[src/rtl/proc_seq_pkg.sv]
// rtl/proc_seq_pkg.sv - opcodes, FSM state type and small helpers for the program sequencer
package proc_seq_pkg;

  // Instruction format III_XXX_YYY: III selects the operation
  localparam logic [2:0] OP_MV   = 3'b000;
  localparam logic [2:0] OP_MVI  = 3'b001;
  localparam logic [2:0] OP_ADD  = 3'b010;
  localparam logic [2:0] OP_SUB  = 3'b011;
  localparam logic [2:0] OP_HALT = 3'b111;

  typedef enum logic [2:0] {
    S_IDLE,
    S_FETCH,
    S_DECODE,
    S_FETCH_IMM,
    S_ISSUE,
    S_WAIT_DONE,
    S_HALT
  } state_t;

  function automatic logic [2:0] op_of(input logic [8:0] word);
    return word[8:6];
  endfunction

  // Completed-instruction counter sticks at 255 instead of wrapping
  function automatic logic [7:0] sat_inc8(input logic [7:0] v);
    return (v == 8'hFF) ? v : v + 8'd1;
  endfunction

endpackage

[src/rtl/proc_seq_if.sv]
// rtl/proc_seq_if.sv - ROM fetch and processor issue signals between sequencer and its neighbours
interface proc_seq_if #(
  parameter int AW = 5
);
  logic [AW-1:0] mem_addr;
  logic [8:0]    mem_data;
  logic [8:0]    din;
  logic          run;
  logic          done;

  // Sequencer side: drives the ROM address and the processor instruction bus
  modport master (
    output mem_addr, din, run,
    input  mem_data, done
  );

  // ROM / processor side
  modport slave (
    input  mem_addr, din, run,
    output mem_data, done
  );
endinterface

[src/rtl/proc_seq_wdog.sv]
// rtl/proc_seq_wdog.sv - clearable watchdog counter flagging TIMEOUT cycles spent waiting for Done
module proc_seq_wdog #(
  parameter int TIMEOUT = 16
) (
  input  logic clk,
  input  logic rst,
  input  logic clr_i,
  input  logic en_i,
  output logic timeout_o
);

  localparam int CW = $clog2(TIMEOUT + 1);
  // Flag fires during the TIMEOUT-th enabled cycle, so at most TIMEOUT wait cycles elapse
  localparam logic [CW-1:0] LIMIT = CW'(TIMEOUT - 1);

  logic [CW-1:0] cnt_q;

  // Count enabled cycles since the last clear, holding at the limit
  always_ff @(posedge clk or posedge rst) begin
    if (rst) begin
      cnt_q <= '0;
    end else if (clr_i) begin
      cnt_q <= '0;
    end else if (en_i && (cnt_q != LIMIT)) begin
      cnt_q <= cnt_q + CW'(1);
    end
  end

  assign timeout_o = en_i && (cnt_q == LIMIT);

endmodule

[src/rtl/proc_seq.sv]
// rtl/proc_seq.sv - program sequencer: fetches ROM words, issues them to the processor, tracks PC
module proc_seq
  import proc_seq_pkg::*;
#(
  parameter int AW        = 5,
  parameter int LAST_ADDR = 31,
  parameter int TIMEOUT   = 16
) (
  input  logic            clk,
  input  logic            rst,
  input  logic            start_i,
  input  logic            abort_i,
  proc_seq_if.master      bus,
  output logic [AW-1:0]   pc_o,
  output logic [7:0]      instr_count_o,
  output logic            busy_o,
  output logic            halted_o,
  output logic            error_o
);

  localparam logic [AW:0] LAST_W = (AW + 1)'(LAST_ADDR);

  state_t        state_q;
  logic [AW-1:0] pc_q;
  logic [7:0]    cnt_q;
  logic [8:0]    ir_q;
  logic [8:0]    imm_q;
  logic [8:0]    din_q;
  logic          run_q;
  logic          busy_q;
  logic          halted_q;
  logic          error_q;

  logic [2:0]    dec_op;
  logic          ir_is_mvi;
  logic          pc_at_last;
  logic [AW:0]   step;
  logic [AW:0]   pc_next;
  logic [AW-1:0] addr_sel;
  logic          wdog_clr;
  logic          wdog_en;
  logic          timeout;

  assign dec_op     = op_of(bus.mem_data);
  assign ir_is_mvi  = (op_of(ir_q) == OP_MVI);
  assign pc_at_last = ({1'b0, pc_q} == LAST_W);
  assign step       = ir_is_mvi ? (AW + 1)'(2) : (AW + 1)'(1);
  // One bit wider than PC so stepping past the last address is seen instead of wrapping
  assign pc_next    = {1'b0, pc_q} + step;

  assign wdog_clr = (state_q == S_ISSUE);
  assign wdog_en  = (state_q == S_WAIT_DONE);

  proc_seq_wdog #(
    .TIMEOUT (TIMEOUT)
  ) u_wdog (
    .clk       (clk),
    .rst       (rst),
    .clr_i     (wdog_clr),
    .en_i      (wdog_en),
    .timeout_o (timeout)
  );

  // ROM address: PC, except the immediate slot is requested while decoding an in-range mvi
  always_comb begin
    addr_sel = pc_q;
    if ((state_q == S_DECODE) && (dec_op == OP_MVI) && !pc_at_last) begin
      addr_sel = pc_q + AW'(1);
    end
  end

  assign bus.mem_addr  = addr_sel;
  assign bus.din       = din_q;
  assign bus.run       = run_q;
  assign pc_o          = pc_q;
  assign instr_count_o = cnt_q;
  assign busy_o        = busy_q;
  assign halted_o      = halted_q;
  assign error_o       = error_q;

  // Sequencer FSM; Run is a single-cycle strobe so it defaults low every cycle
  always_ff @(posedge clk or posedge rst) begin
    if (rst) begin
      state_q  <= S_IDLE;
      pc_q     <= '0;
      cnt_q    <= '0;
      ir_q     <= '0;
      imm_q    <= '0;
      din_q    <= '0;
      run_q    <= 1'b0;
      busy_q   <= 1'b0;
      halted_q <= 1'b0;
      error_q  <= 1'b0;
    end else begin
      run_q <= 1'b0;
      if (abort_i) begin
        // Abort wins over everything, including a Done arriving on the same edge
        state_q  <= S_IDLE;
        busy_q   <= 1'b0;
        halted_q <= 1'b0;
      end else begin
        case (state_q)
          S_IDLE, S_HALT: begin
            if (start_i) begin
              state_q  <= S_FETCH;
              pc_q     <= '0;
              cnt_q    <= '0;
              error_q  <= 1'b0;
              busy_q   <= 1'b1;
              halted_q <= 1'b0;
            end
          end

          S_FETCH: begin
            state_q <= S_DECODE;
          end

          S_DECODE: begin
            ir_q <= bus.mem_data;
            if (dec_op == OP_HALT) begin
              state_q  <= S_HALT;
              busy_q   <= 1'b0;
              halted_q <= 1'b1;
            end else if ((dec_op == OP_MVI) && pc_at_last) begin
              // No ROM word left to hold the immediate
              state_q  <= S_HALT;
              busy_q   <= 1'b0;
              halted_q <= 1'b1;
              error_q  <= 1'b1;
            end else if (dec_op == OP_MVI) begin
              state_q <= S_FETCH_IMM;
            end else begin
              state_q <= S_ISSUE;
              din_q   <= bus.mem_data;
              run_q   <= 1'b1;
            end
          end

          S_FETCH_IMM: begin
            imm_q   <= bus.mem_data;
            din_q   <= ir_q;
            run_q   <= 1'b1;
            state_q <= S_ISSUE;
          end

          S_ISSUE: begin
            // After the strobe the processor reads the immediate for mvi, else keeps the opcode
            din_q   <= ir_is_mvi ? imm_q : ir_q;
            state_q <= S_WAIT_DONE;
          end

          S_WAIT_DONE: begin
            if (bus.done) begin
              cnt_q <= sat_inc8(cnt_q);
              if (pc_next > LAST_W) begin
                state_q  <= S_HALT;
                busy_q   <= 1'b0;
                halted_q <= 1'b1;
              end else begin
                pc_q    <= pc_next[AW-1:0];
                state_q <= S_FETCH;
              end
            end else if (timeout) begin
              state_q  <= S_HALT;
              busy_q   <= 1'b0;
              halted_q <= 1'b1;
              error_q  <= 1'b1;
            end
          end

          default: begin
            state_q  <= S_IDLE;
            busy_q   <= 1'b0;
            halted_q <= 1'b0;
          end
        endcase
      end
    end
  end

endmodule

[src/flat_wrapper.sv]
// flat-port wrapper written by rule: the top's interface ports become plain ports
module proc_seq_flat import proc_seq_pkg::*;
#(
  parameter int AW        = 5,
  parameter int LAST_ADDR = 31,
  parameter int TIMEOUT   = 16
)
  (clk, rst, start_i, abort_i, pc_o, instr_count_o, busy_o, halted_o, error_o, bus_mem_addr, bus_din, bus_run, bus_mem_data, bus_done);
  proc_seq_if #(.AW(AW)) bus_i ();
  input  logic clk;
  input  logic rst;
  input  logic start_i;
  input  logic abort_i;
  output logic [AW-1:0] pc_o;
  output logic [7:0] instr_count_o;
  output logic busy_o;
  output logic halted_o;
  output logic error_o;
  output wire logic [$bits(bus_i.mem_addr)-1:0] bus_mem_addr;
  output wire logic [$bits(bus_i.din)-1:0] bus_din;
  output wire logic [$bits(bus_i.run)-1:0] bus_run;
  input wire logic [$bits(bus_i.mem_data)-1:0] bus_mem_data;
  input wire logic [$bits(bus_i.done)-1:0] bus_done;
  assign bus_mem_addr = bus_i.mem_addr;
  assign bus_din = bus_i.din;
  assign bus_run = bus_i.run;
  assign bus_i.mem_data = bus_mem_data;
  assign bus_i.done = bus_done;
  proc_seq #(.AW(AW), .LAST_ADDR(LAST_ADDR), .TIMEOUT(TIMEOUT)) u_core (.clk(clk), .rst(rst), .start_i(start_i), .abort_i(abort_i), .bus(bus_i), .pc_o(pc_o), .instr_count_o(instr_count_o), .busy_o(busy_o), .halted_o(halted_o), .error_o(error_o));
endmodule
[config.mk]
export PLATFORM = sky130hd
export DESIGN_NAME = proc_seq_flat
export DESIGN_NICKNAME = d
export VERILOG_FILES = /design/src/rtl/proc_seq_pkg.sv /design/src/rtl/proc_seq_if.sv /design/src/rtl/proc_seq_wdog.sv /design/src/rtl/proc_seq.sv /design/src/flat_wrapper.sv
export SDC_FILE = /design/constraint.sdc
export NUM_CORES = 1
export LEC_CHECK = 0
export ABC_CLOCK_PERIOD_IN_PS = 5400
export CORE_MARGIN = 8
export CORE_UTILIZATION = 60
export CTS_CLUSTER_DIAMETER = 40
export DETAILED_ROUTE_END_ITERATION = 6
export DONT_BUFFER_PORTS = 1
export PLACE_DENSITY = 0.83
export SLEW_MARGIN = 20
export SYNTH_ARGS = -nofsm -noshare
export SYNTH_HDL_FRONTEND = slang
export SYNTH_HIERARCHICAL = 1
export SYNTH_SLANG_ARGS = --single-unit
export TNS_END_PERCENT = 50
[constraint.sdc]
create_clock -name clk -period 5.4 [get_ports clk]
set_input_delay 1.08 -clock clk [delete_from_list [all_inputs] [get_ports clk]]
set_output_delay 1.08 -clock clk [all_outputs]
set_load 0.01 [all_outputs]
==> results of run 1 <==
cell usage in the layout (no fill, tap or decap), types with 5 or more instances in the layout:
cell type and n:
nor2b_1 5, o211ai_1 8, or3_1 5, a222oi_1 6, nand3_1 5, xor2_1 8, xnor2_1 5, ha_1 6
clkbuf_8 5, a31oi_1 6, mux2_2 17, nor3_1 5, dfrtp_1 52, inv_1 11, a21oi_1 17, nor2_1 26
nand2_1 23, o21ai_0 9
worst register-to-register path, cell delays in order, from the launching register on:
cell     delay [ns]
dfrtp_1        0.49
xor2_1         0.25
nor4b_4        0.73
o21ai_2        0.26
or4_1          0.51
a21oi_1        0.15
sequential cells by signal, indices dropped and copies added, names as in the netlist:
name	count
u_core/bus.din	9
u_core/imm_q	9
u_core/ir_q	9
u_core/instr_count_o	8
u_core/pc_o	5
u_core/u_wdog/cnt_q	5
u_core/state_q	3
u_core/bus.run	1
u_core/busy_o	1
u_core/error_o	1
u_core/halted_o	1
report_power, final:
group / total, mW / switching (mW) / internal [mW]
logic: 0.433 / 0.238 / 0.196
registers: 0.674 / 0.151 / 0.523
clock network: 0.216 / 0.124 / 0.0924
total: 1.32 / 0.513 / 0.811
per-stage QoR:
stage / setup WS, ns / hold WS, ns
2_1_floorplan: 1.93 / 0.480
3_3_place_gp: 1.88 / 0.488
3_5_place_dp: 1.81 / 0.494
4_1_cts: 1.48 / 0.518
5_1_grt: 1.35 / 0.533
6_report: 1.48 / 0.518
final timing paths:
path,endpoint,slack (ns),depth (start not counted),start
worst max register to register,u_core/instr_count_o[5],2.95,5,u_core/state_q[1]
worst max-delay path,bus_mem_addr[3],1.48,7,u_core/pc_o[0]
worst min register to register,u_core/ir_q[3],0.52,1,u_core/ir_q[3]
worst min-delay path,u_core/ir_q[3],0.52,1,u_core/ir_q[3]
min in group asynchronous,u_core/u_wdog/cnt_q[0],0.57,1,rst
max in group asynchronous,u_core/state_q[0],3.92,1,rst
final cells by class:
type	instances	area, µm²	share of cell area
Multi-Input combinational cell	204	1410	0.481
Tap cell	54	67.6	0.0231
Inverter	14	52.6	0.0180
Sequential cell	52	1300	0.445
Clock inverter	2	16.3	0.00556
Timing Repair Buffer	1	7.51	0.00257
Clock buffer	6	72.6	0.0248
logic make-up after synthesis:
group | Yosys count
multiplexers | 21
buffers and inverters | 25
adder cells (fa/ha/maj) | 6
XOR/XNOR | 13
AO/OA/AOI/OAI | 66
flip-flops | 52
AND/OR/NAND/NOR | 98
routing by layer:
metal	global-route usage	vias to the layer above	routed length, µm
li1	-	1017	-
met1	0.207	1067	2470
met2	0.274	87	2880
met3	0.0498	2	561
met4	0.0469	0	24
met5	0	-	0
==> flow_summary.toml, run 1 <==
[clocking]
clockBufferDepth = 2
htreeDepth = 2
cts_root_buf = "clkbuf_8"
clock_sinks = 52
cts_hold_buf = 0
post_cts_resized = 0
clk_latency_ns = 0.30
cts_made_buffers = 5
cts_tree = "built"
post_cts_buffers = 0
clk_pin_slew_worst_paths_ns = 0.09

[synthesis]
synth_common_cells = "dfrtp_1, nor2_1, nand2_1, a21oi_1, mux2_2"
yosysTopAreaCell = "dfrtp_1"
synthArstFlopShare = 1.00
synth_area_um2 = 2820
yosys.area_share.simple = 0.192
synthTopCellsByArea = "dfrtp_1, mux2_2, nor2_1"
synth_compound_area_frac = 0.156
ys_ff_latch = 52
syn_avg_cell_area_um2 = 10.0
ys_warn_count = 6
synth_top_flop_cell = "dfrtp_1"
synth.most_common_cell = "dfrtp_1"
synth_xor_area_frac = 0.0404
postSynthCellCount = 281
synth_edf_count = 0
syn-num-nets = 301
synth.distinct_cells = 53
synth_mux_area_frac = 0.0840
seq_area_frac_synth = 0.462
synth_top_area_share = 0.462
synth_adder_area_share = 0.0267
synth_top_family_by_area = "simple AND/OR/NAND/NOR gates"

[setup_path]
startpoint_type = "flop"
timing.critical_path.mode_cell = "ha_1"
worstPathArrival_ns = 2.84
path_cells = "ha_1 -> and3_1 -> ha_1 -> or4b_1 -> or3_1 -> nor2_1 -> xor2_1"
critPathKind = "flop to primary output"
slowest_delay_ns = 0.52
cp_max_fo = 9
cp_slowest_cell = "dfrtp_1"
crit_buf_inv = 0
cp_top_family = "simple AND/OR/NAND/NOR gates"
worst_setup_path_end_kind = "primary output"
required_ns = 4.32

[sta]
timing.fmax_mhz = 255
skew_ns = 0.00741
hold_viol = 0
timing.slew.headroom = 0.352
setup_viol = 0
drv_slew = 0
period_share = 0.727
setup_tns_ns = 0
tightest_slew_ns = 0.972
rsz0062_at_grt = "no"
fin_crit_ns = 3.92

[finish]
stdcell_area_um2 = 2930
nets = 298
fillers = 384
fin_util = 0.632
fin_cells = 333
syn2layout_area_growth_pct = 3.87
n_antenna_cell = 0
drive_gt1_frac = 0.122

[route]
antenna_left = 0
dr.pass1.iters = 5
detail_route.wirelength_um = 5930
drtIter0Drc = 223
vias = 2173
drc = 0
routedWlPerCell_um = 17.8
via_per_inst = 6.53

[global_route]
grt_max_degree = 48
grt_pass1_vias = 2040
antenna_found_initial = 0
track_usage = 0.167
grt_overflow_total = 0
grt_pass1_wl_um = 9810

[placement]
placed_area_um2 = 2840
port_buffers = 0
dp_hpwl_um = 4310
gp_congestion = 0.884
place_inst = 325

[power_and_ir_drop]
ir_worst_vdd_v = 0.000229
total_power_mw = 1.32
leakage_nw = 1.29
powerDensity_nw_per_um2 = 452

[floorplanning]
io_pins = 45
die-area_um2 = 7140
coreArea_um2 = 4630
die_w_um = 84.5
die_h_um = 84.5
start_util = 0.608
fp-row-count = 25

[hold_path]
hp-class = "flop to flop"

[flow_run]
max_cap_viol_count = 0

[run_status]
outcome = "finished, final reports clean"
(Power assumes the default switching activity.)
==> inputs of run 2 (changes only) <==
ABC_CLOCK_PERIOD_IN_PS = 3900   (was 5400)
clock period = 3.9 ns   (was 5.4 ns; I/O delays follow)
==> run 2 against run 1 <==
  * Flip-flop and latch count stayed put
  * Power is 40% higher
  * Final cell count unchanged
  * Sequential share of layout area down 0.13 points
  * Critical path depth unchanged
  * Cell area rose by 0.30%
  * Utilization rose by 0.19 points
  * Worst setup slack got worse by 1.2 ns
  * Via count is 2.7% lower
  * Critical path type unchanged
  * Critical endpoint unchanged
  * Largest cell class unchanged
  * Highest routed layer unchanged
==> flow_summary.toml, run 2 (synthesis results as in run 1) <==
[sta]
hold_viol = 0
period_share = 0.938
fin_crit_ns = 3.66
setup_viol = 0
drv_slew = 0
rsz0062_at_grt = "no"
timing.slew.headroom = 0.432
timing.fmax_mhz = 273
skew_ns = 0.00721
worst_hold_slack_ns = 0.249
setup_tns_ns = 0
tightest_slew_ns = 0.849

[clocking]
clk_pin_slew_worst_paths_ns = 0.09
clk_latency_ns = 0.31
cts_hold_buf = 0
cts_made_buffers = 5
clockBufferDepth = 2
htreeDepth = 2
cts_tree = "built"
post_cts_buffers = 0
post_cts_resized = 0
cts_root_buf = "clkbuf_8"
clock_sinks = 52

[setup_path]
startpoint_type = "flop"
timing.critical_path.mode_cell = "ha_1"
required_ns = 3.12
critPathKind = "flop to primary output"
path_cells = "ha_1 -> and3_1 -> ha_1 -> or4b_1 -> or3_1 -> nor2_1 -> xor2_1"
cp_slowest_cell = "dfrtp_1"
r2r_start = "u_core/state_q[1]"
slowest_delay_ns = 0.53
worst_setup_path_end_kind = "primary output"
cp_max_fo = 9
worstPathArrival_ns = 2.88
worstSetupStartpoint = "u_core/pc_o[0]"

[floorplanning]
fp-row-count = 25
start_util = 0.608
io_pins = 45
coreArea_um2 = 4630
die_w_um = 84.5
die_h_um = 84.5
die-area_um2 = 7140

[flow_run]
max_cap_viol_count = 0

[global_route]
grt_pass1_wl_um = 10100
track_usage = 0.172
antenna_found_initial = 0
grt_max_degree = 48
grt_overflow_total = 0
grt_pass1_vias = 2107

[placement]
place_inst = 325
dp_hpwl_um = 4380
port_buffers = 0
gp_congestion = 0.868

[power_and_ir_drop]
powerDensity_nw_per_um2 = 629
ir_worst_vdd_v = 0.000366
leakage_nw = 1.30

[finish]
fillers = 366
n_antenna_cell = 0
nets = 298
layout_common_cells = "dfrtp_1, nor2_1, nand2_1"
drive_gt1_frac = 0.125
fin_cells = 333
final_common_cell = "dfrtp_1"
syn2layout_area_growth_pct = 4.18

[route]
detail_route.wirelength_um = 5950
drtIter0Drc = 138
antenna_left = 0
via_per_inst = 6.35
drc = 0
dr.pass1.iters = 7
vias = 2114
routedWlPerCell_um = 17.9

[run_status]
outcome = "finished, final reports clean"

[hold_path]
hp-class = "input port to async pin"
## run 2: metrics by stage
step	setup slack, ns	instance area, µm²	util	total power [mW]
finish	0.243	2930	0.634	1.85
detailed placement	0.581	2840	0.613	1.54
global placement	0.691	2840	0.613	1.51
global route	0.0864	2930	0.634	1.98
floorplan	0.833	2820	-	1.41
CTS	0.218	2930	0.634	1.85
## run 2: final timing paths
kind,cells past startpoint,to,slack [ns]
worst max-delay path,7,bus_mem_addr[3],0.24
worst min-delay path,1,u_core/u_wdog/cnt_q[0],0.25
worst max register to register,5,u_core/instr_count_o[7],1.37
worst min register to register,1,u_core/imm_q[6],0.52
max in group asynchronous,1,u_core/ir_q[7],2.96
min in group clk,1,u_core/imm_q[6],0.52
## run 2: per-layer routing
metal	global-route usage	up-vias	routed length, µm
met5	0	-	0
met4	0.0663	0	72
met3	0.0498	8	385
met2	0.280	59	2900
met1	0.211	1026	2590
li1	-	1021	-
## run 2: power by group
part	internal (mW)	switching, mW	leakage, nW	total [mW]
clock network	0.132	0.184	0.0463	0.316
registers	0.723	0.211	0.663	0.934
logic	0.271	0.325	0.589	0.595
## run 2: layout make-up
| class | count | area, µm² | share of cell area |
|---|---|---|---|
| Timing Repair Buffer | 1 | 7.51 | 0.00256 |
| Multi-Input combinational cell | 204 | 1410 | 0.480 |
| Clock buffer | 5 | 68.8 | 0.0235 |
| Clock inverter | 3 | 27.5 | 0.00938 |
| Tap cell | 54 | 67.6 | 0.0230 |
| Inverter | 14 | 53.8 | 0.0183 |
| Sequential cell | 52 | 1300 | 0.443 |
## run 2: critical path, delay by kind of cell, from the launching register on
family / cells / cell delay, ns
fa+ha+maj: 2 / 0.48
simple gates: 4 / 1.29
flops: 1 / 0.53
xor+xnor: 1 / 0.28
==> inputs of run 3 (changes only) <==
ABC_CLOCK_PERIOD_IN_PS = 4490   (was 3900)
CORE_UTILIZATION = 35   (was 60)
PLACE_DENSITY = not set   (was 0.83)
clock period = 4.49 ns   (was 3.9 ns; I/O delays follow)
==> run 3 against run 2 <==
  * Highest routed layer unchanged
  * Power decreased by 13%
  * Clock power decreased by 12%
  * Non-clock buffer count unchanged
  * Global-route usage decreased by 5.3 points
  * Worst setup slack improved by 0.48 ns
  * Combinational power decreased by 14%
  * Largest power group unchanged
  * Die area increased by 56%
  * First-iteration DRC count decreased by 20%
  * Register-to-register slack improved by 0.53 ns
==> flow_summary.toml, run 3 (synthesis results as in run 1) <==
[run_status]
outcome = "finished, final reports clean"

[sta]
fin_crit_ns = 3.77
worst_hold_slack_ns = 0.368
hold_viol = 0
period_share = 0.839
timing.slew.headroom = 0.394
timing.fmax_mhz = 265
setup_viol = 0
rsz0062_at_grt = "no"
setup_tns_ns = 0
skew_ns = 0.0110
tightest_slew_ns = 0.906
drv_slew = 0

[finish]
n_antenna_cell = 0
nets = 298
layout_common_cells = "dfrtp_1, nor2_1, nand2_1"
fin_cells = 381
fin_util = 0.385
drive_gt1_frac = 0.125
syn2layout_area_growth_pct = 6.26
fillers = 810
final_common_cell = "dfrtp_1"

[setup_path]
critPathKind = "flop to primary output"
required_ns = 3.59
path_cells = "ha_1 -> and3_1 -> ha_1 -> or4b_1 -> or3_1 -> inv_2 -> nand2_1 -> xnor2_1"
worst_setup_path_end_kind = "primary output"
cp_max_fo = 9
startpoint_type = "flop"
cp_slowest_cell = "dfrtp_1"
timing.critical_path.mode_cell = "ha_1"
slowest_delay_ns = 0.52
worstPathArrival_ns = 2.87

[global_route]
grt_pass1_vias = 2130
met3_usage = 0.0305
grt_overflow_total = 0
track_usage = 0.120
grt_max_degree = 48
met1_usage = 0.143
met2_usage = 0.199
antenna_found_initial = 0
grt_pass1_wl_um = 11000
busiest_layer = "met2"

[route]
dr.pass1.iters = 5
vias = 2137
drtIter0Drc = 111
drc = 0
antenna_left = 0
detail_route.wirelength_um = 6340
routedWlPerCell_um = 16.6
via_per_inst = 5.61

[placement]
gp_congestion = 0.831
dp_hpwl_um = 4610
port_buffers = 0
place_inst = 373

[clocking]
clockBufferDepth = 2
cts_made_buffers = 5
cts_hold_buf = 0
post_cts_buffers = 0
clk_latency_ns = 0.31
htreeDepth = 2
clk_pin_slew_worst_paths_ns = 0.10
clock_sinks = 52
cts_tree = "built"
cts_root_buf = "clkbuf_8"
post_cts_resized = 0

[power_and_ir_drop]
p_int_uw = 977
total_power_mw = 1.60
p_switching_uw = 620
p_clk_frac = 0.174
powerDensity_nw_per_um2 = 534
leakage_nw = 1.30
power_frac_seq = 0.506
ir_worst_vdd_v = 0.000147
comb_power_share = 0.320
netSwitchingFraction = 0.388

[floorplanning]
start_util = 0.363
io_pins = 45
die_w_um = 106
die-area_um2 = 11200
fp-row-count = 32
coreArea_um2 = 7770
die_h_um = 106

[hold_path]
hp-class = "input port to async pin"

[flow_run]
max_cap_viol_count = 0
[run 3: changes by cell type in the layout (fill, tap and decap cells not counted)]
cell / previous run / this run
inv_6: 0 / 1
inv_8: 1 / 0
clkinvlp_4: 1 / 0
clkinv_4: 1 / 2
[run 3: critical path, delay by kind of cell, from the launching register on]
kind	cells	cell delay, ns
xor gates and xnor gates	1	0.26
adders and majority gates	2	0.48
buffers and inverters	1	0.12
DFF	1	0.52
and+or+nand+nor	4	1.18
[run 3: path summary, 6_finish.rpt]
check,cells past startpoint,start,to,slack [ns]
worst max-delay path,8,u_core/pc_o[0],bus_mem_addr[2],0.72
worst min-delay path,1,rst,u_core/u_wdog/cnt_q[0],0.37
worst max register to register,5,u_core/state_q[1],u_core/instr_count_o[7],1.90
worst min register to register,1,u_core/ir_q[5],u_core/ir_q[5],0.52
max in group asynchronous,1,rst,u_core/error_o,3.39
min in group clk,1,u_core/ir_q[5],u_core/ir_q[5],0.52
[run 3: power groups by stage]
stage / clock [mW] / sequential [mW] / combinational (mW)
floorplan: 0 / 0.750 / 0.475
global placement: 0 / 0.819 / 0.509
detailed placement: 0 / 0.824 / 0.512
CTS: 0.292 / 0.814 / 0.514
global route: 0.309 / 0.839 / 0.587
finish: 0.278 / 0.809 / 0.511
[run 3: layer usage]
layer	wire length [µm]	part of all wire	up-vias
met5	0	0	-
met4	121	0.019	0
met2	3160	0.50	58
met1	2670	0.42	1045
li1	-	-	1027
met3	389	0.061	7
[run 3: layout make-up]
cell class                 count  area (µm²)  share of cell area
sequential                    52        1300               0.435
inverter                      14        53.8              0.0180
clock inverter                 3        26.3             0.00878
tap                          102         128              0.0426
timing repair buffer           1        7.51             0.00251
multi-input combinational    204        1410               0.470
clock buffer                   5        68.8              0.0230
[run 3: stage by stage]
step                      cell area, µm²  setup slack, ns
final                               2990            0.722
after global routing                2990            0.538
after CTS                           2990            0.700
after detailed placement            2900             1.05
after global placement              2900             1.12
after floorplan                     2820             1.30
